$ cat src/rtl/reaction_pkg.sv
// reaction_pkg: shared FSM states, count width and Galois LFSR step for the reaction-time controller
package reaction_pkg;

    localparam int MS_W = 14;
    localparam logic [15:0] LFSR_TAPS = 16'hB400;

    typedef enum logic [2:0] {
        S_IDLE = 3'd0,
        S_WAIT = 3'd1,
        S_GO   = 3'd2,
        S_DONE = 3'd3,
        S_FOUL = 3'd4
    } state_t;

    function automatic logic [15:0] lfsr_next(input logic [15:0] s);
        return s[0] ? ((s >> 1) ^ LFSR_TAPS) : (s >> 1);
    endfunction

endpackage

$ cat src/rtl/reaction_lfsr.sv
// reaction_lfsr: free-running 16-bit Galois LFSR (taps 16,14,13,11), low OUT_W bits exposed
module reaction_lfsr
    import reaction_pkg::*;
#(
    parameter logic [15:0] SEED  = 16'hACE1,
    parameter int          OUT_W = 16
) (
    input  logic             clk_in,
    input  logic             rst,
    input  logic             en,
    output logic [OUT_W-1:0] rnd
);

    logic [15:0] lfsr_q;

    // the all-zero lockup state is unreachable from a nonzero seed, but reload defensively
    always_ff @(posedge clk_in or posedge rst)
        if (rst)
            lfsr_q <= SEED;
        else if (en)
            lfsr_q <= (lfsr_q == '0) ? SEED : lfsr_next(lfsr_q);

    assign rnd = lfsr_q[OUT_W-1:0];

endmodule

$ cat src/rtl/reaction_ctrl.sv
// reaction_ctrl: one reaction-time trial (arm, random hold-off, GO, ms count); REACTION_BEST_EN adds best_ms
module reaction_ctrl
    import reaction_pkg::*;
#(
    parameter int          MIN_DELAY_MS = 1000,
    parameter int          RAND_BITS    = 11,
    parameter int          MAX_MS       = 9999,
    parameter logic [15:0] LFSR_SEED    = 16'hACE1
) (
    input  logic            clk_in,
    input  logic            rst,
    input  logic            ms_clk,
    input  logic            btn_press,
    output logic            go_led,
    output logic [MS_W-1:0] time_ms,
    output logic            time_valid,
    output logic            false_start,
    output logic            busy
`ifdef REACTION_BEST_EN
    ,
    output logic [MS_W-1:0] best_ms
`endif
);

    localparam int DW = $clog2(MIN_DELAY_MS + 2**RAND_BITS);

    state_t                 state;
    logic [2:0]             ms_sync;
    logic                   ms_tick;
    logic [RAND_BITS-1:0]   rnd;
    logic [DW-1:0]          delay_cnt;
    logic [MS_W-1:0]        ms_cnt;

    // two flops resynchronise the divider output, the third gives the rising-edge strobe
    always_ff @(posedge clk_in or posedge rst)
        if (rst)
            ms_sync <= '0;
        else
            ms_sync <= {ms_sync[1:0], ms_clk};

    assign ms_tick = ms_sync[1] & ~ms_sync[2];

    reaction_lfsr #(.SEED(LFSR_SEED), .OUT_W(RAND_BITS)) u_lfsr (
        .clk_in (clk_in),
        .rst    (rst),
        .en     (1'b1),
        .rnd    (rnd)
    );

    // a press always takes priority over a coincident tick
    always_ff @(posedge clk_in or posedge rst)
        if (rst) begin
            state     <= S_IDLE;
            delay_cnt <= '0;
            ms_cnt    <= '0;
            time_ms   <= '0;
        end else begin
            case (state)
                S_IDLE:
                    if (btn_press) begin
                        state     <= S_WAIT;
                        delay_cnt <= DW'(MIN_DELAY_MS) + DW'(rnd);
                    end
                S_WAIT:
                    if (btn_press)
                        state <= S_FOUL;
                    else if (ms_tick) begin
                        if (delay_cnt == DW'(1)) begin
                            state  <= S_GO;
                            ms_cnt <= '0;
                        end else
                            delay_cnt <= delay_cnt - DW'(1);
                    end
                S_GO:
                    if (btn_press) begin
                        state   <= S_DONE;
                        time_ms <= ms_cnt;
                    end else if (ms_tick && ms_cnt < MS_W'(MAX_MS))
                        ms_cnt <= ms_cnt + MS_W'(1);
                S_DONE, S_FOUL:
                    if (btn_press)
                        state <= S_IDLE;
                default:
                    state <= S_IDLE;
            endcase
        end

`ifdef REACTION_BEST_EN
    always_ff @(posedge clk_in or posedge rst)
        if (rst)
            best_ms <= MS_W'(MAX_MS);
        else if (state == S_GO && btn_press && ms_cnt < best_ms)
            best_ms <= ms_cnt;
`endif

    assign go_led      = (state == S_GO);
    assign time_valid  = (state == S_DONE);
    assign false_start = (state == S_FOUL);
    assign busy        = (state == S_WAIT) || (state == S_GO);

endmodule

$ cat config.mk
export PLATFORM = sky130hd
export DESIGN_NAME = reaction_ctrl
export DESIGN_NICKNAME = d
export VERILOG_FILES = /design/src/rtl/reaction_pkg.sv /design/src/rtl/reaction_lfsr.sv /design/src/rtl/reaction_ctrl.sv
export SDC_FILE = /design/constraint.sdc
export NUM_CORES = 1
export LEC_CHECK = 0
export ABC_AREA = 1
export BUFFER_PORTS_ARGS = -buffer_cell sky130_fd_sc_hd__buf_4
export CORE_MARGIN = 2
export CORE_UTILIZATION = 45
export CTS_CLUSTER_SIZE = 40
export DETAILED_ROUTE_END_ITERATION = 16
export REMOVE_ABC_BUFFERS = 1
export SKIP_LAST_GASP = 1
export SYNTH_ARGS = -nofsm -noshare
export SYNTH_HDL_FRONTEND = slang
export SYNTH_SLANG_ARGS = --single-unit
$ cat constraint.sdc
create_clock -name clk_in -period 2 [get_ports clk_in]
set_input_delay 0.4 -clock clk_in [delete_from_list [all_inputs] [get_ports clk_in]]
set_output_delay 0.4 -clock clk_in [all_outputs]
set_load 0.01 [all_outputs]
==> flow_metrics.py <==
metrics = {
    "logic_synthesis": {
        "avgSynthCellArea_um2": 7.40,
        "synth_top_family_by_area": "simple AND/OR/NAND/NOR gates",
        "synth-edff-count": 0,
        "synth_mux_area_frac": 0.00999,
        "synth_most_common_cell": "nand2_1",
        "ys_ff_latch": 62,
        "ys_top_cells_by_area": "dfrtp_1, nand2_1, dfstp_2",
        "synth_area_um2": 3380,
        "synth-main-ff-cell": "dfrtp_1",
        "synth_cell_types": 32,
        "synth_compound_area_frac": 0.0540,
        "synth_top_area_frac": 0.399,
        "async_flop_share": 1.00,
        "yosys.area.top_type": "dfrtp_1",
        "syn_inst": 457,
        "synth_commonest_cells": "nand2_1, dfrtp_1, nor2_1",
        "synth_adder_area_share": 0.0148,
        "yosys.area_share.simple": 0.379,
        "synth_xor_area_frac": 0.00777,
        "synth.yosys.seq_area_share": 0.462,
        "yosys_warnings": 0,
    },
    "floorplan": {
        "start_util": 0.466,
        "dieWidth_um": 90.7,
        "rows": 31,
        "die_area_um2": 8230,
        "die_h_um": 90.7,
        "core_area_um2": 7250,
        "num_io_pins": 22,
    },
    "cells_and_area": {
        "syn2layout_area_growth_pct": 13.6,
        "n_antenna_cell": 0,
        "fill_cells": 758,
        "final_area_um2": 3840,
        "finalNetCount": 491,
        "drive_above_1_share": 0.162,
    },
    "sta": {
        "tns_ns": 0,
        "grt_setup_unrepaired": "false",
        "layout_worst_path_cycle_share": 0.933,
        "worst_slew_pin_slew_ns": 0.532,
        "relSlewSlack": 0.644,
        "final-hold-violation-count": 0,
        "setup_violations": 0,
        "min_period_ns": 1.87,
        "final_max_slew_viol_count": 0,
        "clock.fmax_ghz": 0.536,
        "fin_skew_ns": 0.00657,
    },
    "grt": {
        "grt_pass1_vias": 2961,
        "grt_util_all_layers": 0.201,
        "grt_start_max_net_pins": 36,
        "grt_pass1_wl_um": 13300,
        "globalRouteOverflowTotal": 0,
        "antenna_found_initial": 0,
    },
    "power_and_ir_drop": {
        "switching_share": 0.397,
        "p_leak_nw": 1.93,
        "irDropWorstVdd_v": 0.000364,
        "p_int_w": 0.00249,
        "pwr-share-clk": 0.246,
        "seq_power_share": 0.392,
        "power_frac_comb": 0.363,
        "power.switching_w": 0.00164,
        "p_per_area_nw_per_um2": 1070,
    },
    "clocking": {
        "insertion_delay_ns": 0.34,
        "htree_levels": 3,
        "cts_sinks": 62,
        "cts-root-buf": "clkbuf_8",
        "cts_tree": "built",
        "numCtsBuffers": 9,
        "clkSlewWorstSetupHoldPaths_ns": 0.06,
        "clk_path_buf_depth": 2,
    },
    "place": {
        "dp.final_hpwl_um": 5560,
        "placed_cell_area_um2": 3650,
        "io_buffers": 21,
        "gp_congestion": 0.985,
    },
    "route": {
        "via_per_inst": 5.02,
        "vias": 2945,
        "routedWlPerCell_um": 12.7,
        "drc": 0,
        "drt_iter0_markers": 115,
        "ant_nets": 0,
        "drt-pass1-iter-count": 4,
        "postRouteWirelength_um": 7480,
    },
    "status": {
        "status": "complete, no violations",
    },
    "worst_setup_path": {
        "reg2reg_depth": 10,
        "cp-startpoint": "state[0]$_DFFE_PP0P_",
        "r2r-start": "delay_cnt[5]$_DFFE_PP0P_",
        "ff2ff_setup_slack_ns": 0.31,
        "r2r-end": "delay_cnt[6]$_DFFE_PP0P_",
        "path_class": "flop to output pin",
        "cp-start-kind": "flop",
        "cp_max_fo": 15,
        "critPathCaptureType": "output pin",
        "cp.arrival_ns": 1.47,
        "cp_data_required_time_ns": 1.60,
    },
    "run": {
        "drv_cap": 0,
    },
    "worst_hold_path": {
        "min_path_type": "primary input to asynchronous set/reset pin",
    },
}
-- routing by layer --
layer	GRT usage	wire, um	share of wire	vias to the layer above
li1	-	-	-	1494
met1	0.238	3320	0.44	1377
met2	0.343	3640	0.49	57
met3	0.0559	290	0.039	17
met4	0.0846	223	0.030	0
met5	0	0	0	-
-- worst max-delay path by stage --
stage | slack [ns] | endpoint | cells past startpoint
final | 0.13 | busy | 5
after global routing | 0.02 | busy | 5
after CTS | 0.12 | busy | 6
after detailed placement | 0.23 | delay_cnt[6]$_DFFE_PP0P_ | 10
after global placement | 0.28 | delay_cnt[7]$_DFFE_PP0P_ | 10
after floorplan | 0.07 | delay_cnt[0]$_DFFE_PP0P_ | 1
-- cells by family (layout without fill, tap and decap cells) --
kind of cell,count (synthesis),after routing
and+or+nand+nor,294,294
DFF,62,62
buffers and inverters,58,89
AOI/OAI and AO/OA,33,33
adders and majority gates,4,4
xor gates and xnor gates,3,3
muxes,3,3
-- critical path, stage by stage, from the launching register on --
cell and delay (ns):
dfrtp_1 0.45, inv_1 0.13, nand2_4 0.09, buf_4 0.22
nand2_4 0.08, buf_4 0.15
-- state kept, by name, indices dropped and copies added, names as in the netlist --
name           flops
ms_cnt            14
state              3
delay_cnt         12
u_lfsr.lfsr_q     16
ms_sync            3
time_ms           14
-- cells in the final DEF, fill, tap and decap left out --
cell	instances
xnor2_1	1
ha_1	4
nand4_1	8
o21ai_1	3
nor2_1	46
a21oi_2	1
nand2_1	176
o21bai_1	1
xor2_1	2
nor3b_1	1
nand2_4	4
buf_4	32
a21oi_4	1
nor4_1	3
dfrtp_1	54
dfstp_2	8
nor2_4	2
clkinv_2	2
inv_2	6
inv_1	35
nand2_2	2
clkinvlp_4	1
clkbuf_8	12
nand3_4	2
nor2_2	1
or2_2	2
clkbuf_1	1
a21oi_1	5
o21ai_0	22
nor3_1	7
mux2_2	3
nand3b_1	3
nand3_1	37
-- per-stage QoR --
step           worst slack (ns)  utilization  total power (W)  instances  hold slack (ns)
4_1_cts                   0.123        0.529          0.00415        587            0.130
3_5_place_dp              0.232        0.504          0.00312        571            0.353
3_3_place_gp              0.276        0.504          0.00311        571            0.338
5_1_grt                  0.0196        0.530          0.00447        587            0.146
2_1_floorplan            0.0718            -          0.00266        440            0.331
6_report                  0.133        0.530          0.00412        587            0.131
-- area by class of cell --
cell class	count	area (um^2)	share of cell area
tap	99	124	0.0322
multi-input combinational	337	1580	0.411
sequential	62	1560	0.406
timing repair buffer	32	240	0.0625
clock buffer	13	169	0.0439
clock inverter	3	17.5	0.00456
inverter	41	154	0.0400
-- repair_timing --
action	in CTS	in global routing
endpoints found under the setup margin	0	3
resized for setup	0	1
setup buffers	0	0
hold buffers	0	0
-- power groups by stage --
stage	sequential, W	combinational [W]	clock (W)
5_1_grt	0.00164	0.00172	0.00110
4_1_cts	0.00161	0.00148	0.00105
2_1_floorplan	0.00159	0.00107	0
3_5_place_dp	0.00163	0.00149	0
3_3_place_gp	0.00163	0.00148	0
6_report	0.00161	0.00149	0.00101
(Power assumes the default switching activity.)
